$ cat src/rtl/accum_mask_pipe_if.sv
// accum_mask_pipe_if: control, operand and result signals of accum_mask_pipe
interface accum_mask_pipe_if #(parameter int WIDTH = 8);
    logic             en;
    logic             clr;
    logic             in_valid;
    logic [1:0]       mode;
    logic [WIDTH-1:0] a;
    logic [WIDTH-1:0] b;
    logic [WIDTH-1:0] c;
    logic [WIDTH-1:0] d_out;
    logic [WIDTH-1:0] f;
    logic             out_valid;
    logic             ovf;
    modport master (output en, clr, in_valid, mode, a, b, c, input d_out, f, out_valid, ovf);
    modport slave  (input en, clr, in_valid, mode, a, b, c, output d_out, f, out_valid, ovf);
endinterface

$ cat src/rtl/accum_mask_pipe.sv
// accum_mask_pipe: wrapping/saturating accumulator with a mode-selected registered result
module accum_mask_pipe #(
    parameter int WIDTH = 8,
    parameter bit SAT   = 1'b0
) (
    input logic clk,
    input logic rst,
    accum_mask_pipe_if.slave bus
);
    logic [WIDTH-1:0] d, f, d_nxt, f_nxt;
    logic [WIDTH:0]   sum;
    logic             vld, ovf, acc;
    assign acc   = bus.en & bus.in_valid & ~bus.clr;
    assign sum   = {1'b0, d} + {1'b0, bus.b | bus.c};
    assign d_nxt = (SAT && sum[WIDTH]) ? {WIDTH{1'b1}} : sum[WIDTH-1:0];
    // f_nxt uses the pre-update d, so INC reports the old accumulator plus one
    assign f_nxt = bus.mode == 2'b00 ? f & bus.a & bus.b :
                   bus.mode == 2'b01 ? d + WIDTH'(1) :
                   bus.mode == 2'b10 ? (bus.a ^ bus.b) | (bus.c ^ bus.a) : f;
    always_ff @(posedge clk or negedge rst) begin
        if (!rst) begin
            d   <= '0;
            f   <= '0;
            vld <= 1'b0;
            ovf <= 1'b0;
        end else if (bus.clr) begin
            d   <= '0;
            f   <= '0;
            vld <= 1'b0;
            ovf <= 1'b0;
        end else begin
            vld <= acc;
            if (acc) begin
                d   <= d_nxt;
                f   <= f_nxt;
                ovf <= ovf | sum[WIDTH];
            end
        end
    end
    assign bus.d_out     = d;
    assign bus.f         = f;
    assign bus.out_valid = vld;
    assign bus.ovf       = ovf;
endmodule

$ cat src/flat_wrapper.sv
// flat-port wrapper written by rule: the top's interface ports become plain ports
module accum_mask_pipe_flat 
#(
    parameter int WIDTH = 8,
    parameter bit SAT   = 1'b0
)
  (clk, rst, bus_en, bus_clr, bus_in_valid, bus_mode, bus_a, bus_b, bus_c, bus_d_out, bus_f, bus_out_valid, bus_ovf);
  accum_mask_pipe_if #(.WIDTH(WIDTH)) bus_i ();
  input logic clk;
  input logic rst;
  input wire logic [$bits(bus_i.en)-1:0] bus_en;
  input wire logic [$bits(bus_i.clr)-1:0] bus_clr;
  input wire logic [$bits(bus_i.in_valid)-1:0] bus_in_valid;
  input wire logic [$bits(bus_i.mode)-1:0] bus_mode;
  input wire logic [$bits(bus_i.a)-1:0] bus_a;
  input wire logic [$bits(bus_i.b)-1:0] bus_b;
  input wire logic [$bits(bus_i.c)-1:0] bus_c;
  output wire logic [$bits(bus_i.d_out)-1:0] bus_d_out;
  output wire logic [$bits(bus_i.f)-1:0] bus_f;
  output wire logic [$bits(bus_i.out_valid)-1:0] bus_out_valid;
  output wire logic [$bits(bus_i.ovf)-1:0] bus_ovf;
  assign bus_i.en = bus_en;
  assign bus_i.clr = bus_clr;
  assign bus_i.in_valid = bus_in_valid;
  assign bus_i.mode = bus_mode;
  assign bus_i.a = bus_a;
  assign bus_i.b = bus_b;
  assign bus_i.c = bus_c;
  assign bus_d_out = bus_i.d_out;
  assign bus_f = bus_i.f;
  assign bus_out_valid = bus_i.out_valid;
  assign bus_ovf = bus_i.ovf;
  accum_mask_pipe #(.WIDTH(WIDTH), .SAT(SAT)) u_core (.clk(clk), .rst(rst), .bus(bus_i));
endmodule
$ cat config.mk
export PLATFORM = sky130hd
export DESIGN_NAME = accum_mask_pipe_flat
export DESIGN_NICKNAME = d
export VERILOG_FILES = /design/src/rtl/accum_mask_pipe_if.sv /design/src/rtl/accum_mask_pipe.sv /design/src/flat_wrapper.sv
export SDC_FILE = /design/constraint.sdc
export NUM_CORES = 1
export LEC_CHECK = 0
export BUFFER_PORTS_ARGS = -buffer_cell sky130_fd_sc_hd__buf_2
export CAP_MARGIN = 20
export CORE_UTILIZATION = 38
export DETAILED_ROUTE_END_ITERATION = 8
export PLACE_DENSITY = 0.68
export SYNTH_ARGS = -nofsm -noshare
export SYNTH_HDL_FRONTEND = slang
export SYNTH_SLANG_ARGS = --single-unit
$ cat constraint.sdc
create_clock -name clk -period 2.2 [get_ports clk]
set_input_delay 0.22 -clock clk [delete_from_list [all_inputs] [get_ports clk]]
set_output_delay 0.22 -clock clk [all_outputs]
set_load 0.005 [all_outputs]
; Word-level counts from Yosys, hierarchy flattened
; Index checks and enable logic that the tools add are counted.
[op_classes]
n_div = 0
n_bitwise = 10
addsub = 2
reduce_logical = 4
n_lt_le_gt_ge = 0
n_eq_ne = 2
muxes = 10
shifts = 0
multipliers = 0
[ops]
columns = operator, count
row1 = $mux 8, 7
row2 = $and 8x8->8, 2
row3 = $or 8x8->8, 2
row4 = $xor 8x8->8, 2
row5 = $add 8x8->9, 1
row6 = $add 8x1->8 const B, 1
row7 = $reduce_bool 4->1, 1
row8 = $mux 1, 3
row9 = $and 1x1->1, 2
row10 = $eq 2x1->1 const B, 1
row11 = $eq 2x2->1 const B, 1
row12 = $logic_not 2->1, 1
row13 = $reduce_and 2->1, 1
row14 = $reduce_bool 2->1, 1
row15 = $not 1->1, 1
row16 = $or 1x1->1, 1
[totals]
mem_count = 0
wordCells = 32
latchBits = 0
ramBits = 0
regBits = 18
romBits = 0

; Logic depth before layout (Yosys ltp)
; Gate-level depths: netlist of the first run.
[logic_depth]
depth_word = 7
mapped_depth = 8
mapped_depth_nobuf = 8

; Worst setup path after synthesis of the first run
; No wires, ideal clock.
[synth_path]
path_kind = input -> register
start = in bus_b[1]
end = reg u_core.d[7] (netlist: u_core.bus.d_out[7])
n_path_buf = 0
arrival_ps = 1691
stages = 6
slack_ps = 379
setup_time_ps = 129
required_time_ps = 2071
path_cell_list = or2_2 -> ha_1 -> a211o_1 -> a2111oi_2 -> nor3_1 -> nand3b_1
[synth_via]
elab_chain_len = 4
[synth_lines]
columns = item, line
row1 = from (decl), flat_wrapper.sv:16  ; input wire logic [$bits(bus_i.b)-1:0] bus_b;
row2 = $or 8x8->8, accum_mask_pipe.sv:14  ; assign sum = {1'b0, d} + {1'b0, bus.b | bus.c};
row3 = $add 8x8->9, accum_mask_pipe.sv:14
row4 = $mux 8, accum_mask_pipe.sv:33  ; if (acc) begin
row5 = $mux 8, accum_mask_pipe.sv:26  ; end else if (bus.clr) begin
row6 = to (signal assigned), accum_mask_pipe.sv:34  ; d <= d_nxt;
row7 = to (decl), accum_mask_pipe.sv:10  ; logic [WIDTH-1:0] d, f, d_nxt, f_nxt;
; No other way between the ends. The select of a mux whose other input is x is not followed.
; A chain may end at the register's enable or synchronous reset.

; Worst setup path in the final report of the first run
[layout_path]
start = reg u_core.d[1] (netlist: u_core.bus.d_out[1])
end = reg u_core.d[7] (netlist: u_core.bus.d_out[7])
[layout_via]
elab_chain_len = 3
[layout_lines]
columns = item, line
row1 = $add 8x8->9, accum_mask_pipe.sv:14
row2 = $mux 8, accum_mask_pipe.sv:33
row3 = $mux 8, accum_mask_pipe.sv:26
; No other way between the ends. The select of a mux whose other input is x is not followed.

==> results.yml, run 1 <==
logic_synthesis:
  syn_area_mm2: 0.00154
  synth.net_count: 229
  synth_cell_types: 45
  yosysSeqAreaShare_pct: 29.2
  synth_xor_area_share_pct: 1.70
  synth.most_common_cell: "dfrtp_1"
  synth-simple-area-share_pct: 29.9
  synth_fa_ha_area_share_pct: 8.60
  ys.warnings.count: 0
  synth_common_cells: "dfrtp_1, nand3_1, o21ai_0"
  synth_top_family_by_area: "simple AND/OR/NAND/NOR gates"
  synth_ff_type: "dfrtp_1"
  async_flop_share_pct: 100
  synth-compound-area-share_pct: 26.9
  synth_cells: 188
  synthMuxAreaShare_pct: 0
  ys_ff_latch: 18
  synth_top_area_share_pct: 29.2
  synth_area_leaders: "dfrtp_1, ha_1, nand3_1, o21ai_0, nor3_1"
  synth_largest_area_cell: "dfrtp_1"
  synth-edff-count: 0
  syn_area_per_cell_um2: 8.21
critical_path:
  start_kind: "flop"
  cp_max_fo: 7
  worstReg2RegEnd: "u_core.bus.d_out[7]$_DFFE_PN0P_"
  cp_cell_sequence: "ha_1, a211o_1, a2111oi_2, nor3_1, nand3b_1"
  cp.arrival_ps: 2030
  crit_family: "compound AO/OA/AOI/OAI gates"
  cp.required_ps: 2350
  cp_slowest_cell: "dfrtp_1"
  r2r_start: "u_core.bus.d_out[1]$_DFFE_PN0P_"
  critPathMaxStageDelay_ps: 470
  r2r_setup_slack_ps: 320
  cp-end-kind: "flop"
  critPathBufInv: 0
  critPathKind: "flop to flop"
  reg2reg_depth: 5
global_route:
  grt_pass1_vias: 1466
  antenna_found_initial: 0
  grt_pass1_wl_um: 6690
  grt_overflow: 0
  grt_max_degree: 20
  grt_usage_pct: 20.4
clock_tree:
  clk_root_buffer_cell: "clkbuf_8"
  cts_resized: 0
  hold_buffers: 1
  cts_buffers: 3
  htree_levels: 1
  clkTransAtPathRegs_ps: 70
  cts_setup_buffers: 0
  cts.sink_count: 18
  clock_latency_ps: 260
  cts_max_path_buffers: 2
  cts_tree: "built"
placed_design:
  io_buffers: 48
  place_hpwl_um: 3120
  gp_congestion: 0.812
timing:
  hold_violations: 0
  timing.final.crit_share_pct: 85.6
  fin_crit_ps: 1880
  drv_slew: 0
  rsz0062_at_grt: "false"
  fin_setup_tns_ps: 0
  setup-violations-final: 0
  tightestPinTransition_ps: 629
  relSlewSlack_pct: 58.1
  fmax_mhz: 531
  finalClockSkew_ps: 3.94
hold_path:
  hold_class: "primary input to flop"
  hold_depth: 2
  min_to: "u_core.bus.d_out[4]$_DFFE_PN0P_"
  min_from: "bus_clr"
detailed_routing:
  drc_errors: 0
  antenna_left: 0
  vias_per_cell: 5.74
  wl_per_cell_um: 14.4
  finalWirelength_um: 4110
  drtIter0Drc: 52
  drt_pass1_iterations: 4
  vias: 1637
cells_and_area:
  antenna_cells: 0
  syn2layout_area_growth_pct: 23.2
  final_nets: 279
  final_util_pct: 50.4
  drive_above_1_share_pct: 29.1
die:
  core-area_mm2: 0.00377
  dieArea_mm2: 0.00432
  dieHeight_um: 65.7
  io-pin-count: 49
  num_rows: 22
  start_util_pct: 40.9
  die_w_um: 65.7
pwr:
  p_leak_uw: 0.000887
  power.density_mw_per_mm2: 509
  power_uw: 968
  irDropWorstVdd_v: 0.000393
outcome:
  status: "completed"
job:
  cap_violations: 0
-- layout by cell type (no fill, tap or decap), drive strengths merged, types with 2 or more instances in the layout --
| cell | instances |
|---|---|
| a221o | 2 |
| dfrtp | 18 |
| nand2 | 13 |
| or2 | 10 |
| or3 | 2 |
| xor2 | 2 |
| clkbuf | 4 |
| o31a | 2 |
| a31oi | 3 |
| nor4b | 3 |
| a21o | 2 |
| o21a | 3 |
| inv | 6 |
| nor2b | 4 |
| o311ai | 2 |
| and3 | 7 |
| buf | 51 |
| and2 | 2 |
| nand3 | 17 |
| a32o | 3 |
| nor2 | 8 |
| a211o | 2 |
| o21ai | 16 |
| a211oi | 4 |
| ha | 9 |
| a21oi | 10 |
| nor3 | 13 |
| o211ai | 3 |
-- logic make-up (layout without fill, tap and decap cells) --
| group | Yosys count | count (layout) |
|---|---|---|
| simple gates | 84 | 84 |
| compound gates | 59 | 59 |
| flops | 18 | 18 |
| buf+inv | 14 | 63 |
| fa+ha+maj | 10 | 10 |
| xor+xnor | 3 | 3 |
-- state kept, by name, summed over array words and instances (netlist names) --
register,flops
u_core.bus.f,8
u_core.bus.d_out,8
u_core.bus.ovf,1
u_core.bus.out_valid,1
-- power by group --
part,total (µW),leakage (µW),internal (µW),switching [µW]
Sequential,378,0.000244,352,25.5
Combinational,307,0.000614,141,167
Clock,282,0.0000288,159,123
Total,968,0.000887,653,315
-- final cells by class --
class                   count  area (µm²)
clock buffers               4        55.1
flip-flops and latches     18         450
inverters                   7        26.3
well taps                  48        60.1
multi-input cells         156        1040
repair buffers             52         273
fillers                   388        1870
-- layer usage --
| layer | wire (µm) | up-vias | global-route usage (%) |
|---|---|---|---|
| li1 | - | 819 | - |
| met1 | 1980 | 779 | 26.2 |
| met2 | 1920 | 35 | 34.1 |
| met3 | 167 | 4 | 4.17 |
| met4 | 37 | 0 | 5.71 |
| met5 | 0 | - | 0 |
-- worst max path at each step --
| stage | from | endpoint | slack (ps) | cells after the start |
|---|---|---|---|---|
| 2_1_floorplan | bus_b[1] | u_core.bus.d_out[7]$_DFFE_PN0P_ | 380 | 6 |
| 3_3_place_gp | bus_b[1] | u_core.bus.d_out[7]$_DFFE_PN0P_ | 200 | 7 |
| 3_5_place_dp | bus_b[0] | u_core.bus.d_out[6]$_DFFE_PN0P_ | 170 | 9 |
| 4_1_cts | u_core.bus.d_out[1]$_DFFE_PN0P_ | u_core.bus.d_out[7]$_DFFE_PN0P_ | 330 | 5 |
| 5_1_grt | u_core.bus.d_out[1]$_DFFE_PN0P_ | u_core.bus.d_out[7]$_DFFE_PN0P_ | 220 | 5 |
| 6_report | u_core.bus.d_out[1]$_DFFE_PN0P_ | u_core.bus.d_out[7]$_DFFE_PN0P_ | 320 | 5 |
-- stage by stage --
step | area (µm²) | hold slack [ps] | cells | setup WS [ps]
6_report | 1900 | 265 | 285 | 317
5_1_grt | 1900 | 284 | 285 | 221
4_1_cts | 1900 | 263 | 285 | 330
3_5_place_dp | 1840 | 190 | 280 | 174
3_3_place_gp | 1840 | 189 | 280 | 197
2_1_floorplan | 1540 | -75.6 | 188 | 379
Note: power is estimated with default switching activity, not from simulation.
==> run 2, diff against run 1 <==
Settings changed: CELL_PAD_IN_SITES_DETAIL_PLACEMENT from default to 0, CELL_PAD_IN_SITES_GLOBAL_PLACEMENT from default to 1, CORE_UTILIZATION 38 to 37, PLACE_DENSITY 0.68 to 0.86.
==> run 2 against run 1 <==
  * Largest cell class unchanged
  * Global-route usage hardly changed
  * Largest power group unchanged
  * Final cell count is 0.35% higher
  * Sequential power hardly changed
  * Combinational power hardly changed
  * Setup slack worse by 68 ps
==> results.yml, run 2 (same netlist as run 1, synthesis figures left out) <==
placed_design:
  place_hpwl_um: 3110
  dp.cells: 281
  gp_congestion: 0.833
  io_buffers: 48
critical_path:
  r2r_start: "u_core.bus.d_out[0]$_DFFE_PN0P_"
  cp-end-kind: "flop"
  cp.arrival_ps: 2130
  cp_max_fo: 7
  reg2reg_depth: 7
  worstReg2RegEnd: "u_core.bus.d_out[4]$_DFFE_PN0P_"
  start_kind: "flop"
  critPathKind: "flop to flop"
  r2r_setup_slack_ps: 250
  cp.required_ps: 2380
cells_and_area:
  final_nets: 278
  syn2layout_area_growth_pct: 22.9
  drive_above_1_share_pct: 28.8
  layout_commonest_cell: "buf_2"
  fillers: 405
  fin_cells: 286
  layout_common_cells: "buf_2, dfrtp_1, o21ai_0, nand3_1"
  final_util_pct: 47.4
  antenna_cells: 0
detailed_routing:
  drc_errors: 0
  vias_per_cell: 5.55
  antenna_left: 0
  finalWirelength_um: 4130
  drt_pass1_iterations: 4
  drtIter0Drc: 43
  vias: 1587
  wl_per_cell_um: 14.4
timing:
  timing.final.crit_share_pct: 88.7
  hold_violations: 0
  drv_slew: 0
  hold_slack_ps: 287
  rsz0062_at_grt: "false"
  relSlewSlack_pct: 58.4
  tightestPinTransition_ps: 624
  fin_setup_tns_ps: 0
  fmax_mhz: 513
  finalClockSkew_ps: 6.17
  fin_crit_ps: 1950
  setup-violations-final: 0
die:
  core-area_mm2: 0.00400
  dieArea_mm2: 0.00443
  num_rows: 23
  dieHeight_um: 66.6
  die_w_um: 66.6
  io-pin-count: 49
  start_util_pct: 38.6
pwr:
  irDropWorstVdd_v: 0.000215
  power.density_mw_per_mm2: 509
  p_leak_uw: 0.000882
hold_path:
  min_to: "u_core.bus.d_out[4]$_DFFE_PN0P_"
  min_from: "bus_clr"
  hold_depth: 2
  hold_class: "primary input to flop"
clock_tree:
  cts_setup_buffers: 0
  cts.sink_count: 18
  clkTransAtPathRegs_ps: 70
  htree_levels: 1
  cts_max_path_buffers: 2
  cts_buffers: 3
  clock_latency_ps: 260
  clk_root_buffer_cell: "clkbuf_8"
  cts_tree: "built"
global_route:
  grt_pass1_vias: 1410
  grt_pass1_wl_um: 6800
  grt_overflow: 0
  grt_usage_pct: 20.3
  antenna_found_initial: 0
  grt_max_degree: 20
outcome:
  status: "completed"
job:
  cap_violations: 0
==> run 2: critical path, stage by stage (launching register included) <==
cell	delay, ps
dfrtp_1	490
ha_1	240
inv_1	60
fa_1	370
nor2b_1	200
o21ai_0	120
a211o_1	260
a21oi_1	140
==> run 2: area by class of cell <==
| class | instances | area (µm²) | area share (%) |
|---|---|---|---|
| multi-input cells | 156 | 1040 | 54.7 |
| flip-flops and latches | 18 | 450 | 23.8 |
| repair buffers | 51 | 265 | 14.0 |
| well taps | 50 | 62.6 | 3.30 |
| clock buffers | 4 | 55.1 | 2.90 |
| inverters | 7 | 26.3 | 1.39 |
==> run 2: per-stage QoR <==
| stage | cell area (µm²) | setup slack, ps | total power [µW] |
|---|---|---|---|
| floorplan | 1540 | 379 | 575 |
| global placement | 1830 | 196 | 683 |
| detailed placement | 1830 | 173 | 689 |
| CTS | 1900 | 258 | 971 |
| global route | 1900 | 84.1 | 1040 |
| finish | 1900 | 249 | 964 |
==> run 2: repair_timing <==
| action | 4_1_cts | 5_1_grt |
|---|---|---|
| resized for setup | 0 | 0 |
| hold buffers | 1 | 0 |
| endpoints found under the setup margin | 0 | 0 |
| hold endpoints to repair | 18 | 0 |
==> run 2: routing by layer <==
layer	wire [µm]	track usage, %	up-vias	share of wire (%)
met2	1860	33.0	35	45
met5	0	0	-	0
met4	27	3.99	0	0.65
met1	2090	29.0	732	51
li1	-	-	816	-
met3	143	2.05	4	3.5
==> run 2: how the worst max path moves through the flow <==
stage	start	endpoint	slack, ps	cells past startpoint
after global routing	u_core.bus.d_out[0]$_DFFE_PN0P_	u_core.bus.d_out[4]$_DFFE_PN0P_	80	7
after CTS	u_core.bus.d_out[0]$_DFFE_PN0P_	u_core.bus.d_out[4]$_DFFE_PN0P_	260	7
final	u_core.bus.d_out[0]$_DFFE_PN0P_	u_core.bus.d_out[4]$_DFFE_PN0P_	250	7
after floorplan	bus_b[1]	u_core.bus.d_out[7]$_DFFE_PN0P_	380	6
after global placement	bus_b[1]	u_core.bus.d_out[7]$_DFFE_PN0P_	200	7
after detailed placement	bus_b[1]	u_core.bus.d_out[7]$_DFFE_PN0P_	170	7
==> run 2: where the power goes <==
group          total (µW)  internal, µW  switching, µW
logic                 304           139            165
registers             380           352           27.2
clock network         281           159            121
==> run 3, diff against run 2 <==
Settings changed: PLACE_DENSITY 0.86 to 0.87.
==> run 3 against run 2 <==
  * Sequential power is essentially flat
  * Final cell count grew 0.70%
  * Largest cell class unchanged
  * Combinational power is essentially flat
  * Critical endpoint is now u_core.bus.d_out[7]$_DFFE_PN0P_
  * Die area is the same
  * Routed wire length shrank 4.4%
  * Total power shrank 0.56%
  * Clock skew shrank 3.9 ps
  * Worst hold slack lost 6.6 ps
==> results.yml, run 3 (same netlist as run 1, synthesis figures left out) <==
critical_path:
  cp-startpoint: "u_core.bus.d_out[1]$_DFFE_PN0P_"
  cp-end-kind: "flop"
  start_kind: "flop"
  cp.arrival_ps: 2020
  cp.required_ps: 2340
  r2r_start: "u_core.bus.d_out[1]$_DFFE_PN0P_"
  cp_max_fo: 7
  critPathKind: "flop to flop"
timing:
  hold_violations: 0
  rsz0062_at_grt: "false"
  timing.final.crit_share_pct: 85.7
  drv_slew: 0
  tightestPinTransition_ps: 612
  fin_setup_tns_ps: 0
  finalClockSkew_ps: 2.28
  relSlewSlack_pct: 59.2
  hold_slack_ps: 281
  fmax_mhz: 530
  fin_crit_ps: 1890
  fin_ws_ps: 314
  setup-violations-final: 0
global_route:
  grt_pass1_wl_um: 6400
  grt_overflow: 0
  antenna_found_initial: 0
  grt_max_degree: 20
  grt_pass1_vias: 1326
  grt_usage_pct: 19.1
detailed_routing:
  antenna_left: 0
  finalWirelength_um: 3940
  vias_per_cell: 5.53
  vias: 1593
  drtIter0Drc: 65
  drc_errors: 0
  drt_pass1_iterations: 4
  wl_per_cell_um: 13.7
pwr:
  p_leak_uw: 0.000892
  irDropWorstVdd_v: 0.000522
  power_uw: 959
  power.density_mw_per_mm2: 502
hold_path:
  hold_class: "primary input to flop"
  min_from: "bus_clr"
cells_and_area:
  fillers: 432
  layout_common_cells: "buf_2, dfrtp_1, o21ai_0, nand3_1"
  syn2layout_area_growth_pct: 23.8
  final_cell_area_mm2: 0.00191
  final_nets: 280
  antenna_cells: 0
  layout_commonest_cell: "buf_2"
  drive_above_1_share_pct: 29.4
clock_tree:
  cts.sink_count: 18
  cts_tree: "built"
  cts_max_path_buffers: 2
  hold_buffers: 1
  clock_latency_ps: 250
  clkTransAtPathRegs_ps: 70
  clk_root_buffer_cell: "clkbuf_8"
  cts_resized: 0
  cts_setup_buffers: 0
  cts_buffers: 3
  htree_levels: 1
placed_design:
  place_area_mm2: 0.00185
  place_worst_setup_slack_ps: 165
  gp_congestion: 0.870
  place_hpwl_um: 3040
  io_buffers: 48
die:
  start_util_pct: 38.6
  num_rows: 23
  core-area_mm2: 0.00400
  die_w_um: 66.6
  io-pin-count: 49
  dieHeight_um: 66.6
  dieArea_mm2: 0.00443
outcome:
  status: "completed"
job:
  cap_violations: 0
run 3: cell count changes in the layout (fill, tap and decap cells not counted), sizes merged:
cell	change
buf	+2
run 3: cell type report:
| cell class | count | area [µm²] | share of cell area, % |
|---|---|---|---|
| multi-input cells | 156 | 1040 | 54.2 |
| flip-flops and latches | 18 | 450 | 23.6 |
| repair buffers | 53 | 280 | 14.7 |
| well taps | 50 | 62.6 | 3.27 |
| clock buffers | 4 | 55.1 | 2.88 |
| inverters | 7 | 26.3 | 1.38 |
run 3: layer usage:
metal | global-route usage (%) | vias to the layer above | part of all wire [%]
met5 | 0 | - | 0
met2 | 29.7 | 42 | 45
li1 | - | 817 | -
met3 | 3.08 | 0 | 4.7
met1 | 28.1 | 734 | 50
met4 | 2.39 | 0 | 0
run 3: power by group:
part	total (µW)	switching [µW]	leakage (µW)	internal, µW
sequential	378	25.7	0.000244	352
clock	275	116	0.0000288	159
combinational	305	164	0.000619	141
run 3: worst paths after layout:
kind,to,slack [ps],cells after the start
max in group asynchronous,u_core.bus.f[1]$_DFFE_PN0P_,1480,2
min in group asynchronous,u_core.bus.d_out[5]$_DFFE_PN0P_,420,2
worst min-delay path,u_core.bus.d_out[4]$_DFFE_PN0P_,280,2
worst max-delay path,u_core.bus.d_out[7]$_DFFE_PN0P_,310,5
worst max register to register,u_core.bus.d_out[7]$_DFFE_PN0P_,310,5
worst min register to register,u_core.bus.f[1]$_DFFE_PN0P_,520,2
run 3: metrics by stage:
stage	util, %	instances
2_1_floorplan	-	188
3_3_place_gp	46.1	283
3_5_place_dp	46.1	283
4_1_cts	47.8	288
5_1_grt	47.8	288
6_report	47.8	288
run 3: worst max-delay path, stage by stage, from the launching register on:
cell and delay [ps]:
dfrtp_1 460, ha_1 340, a211o_1 350, a2111oi_2 360
nor3_1 100, nand3b_1 170
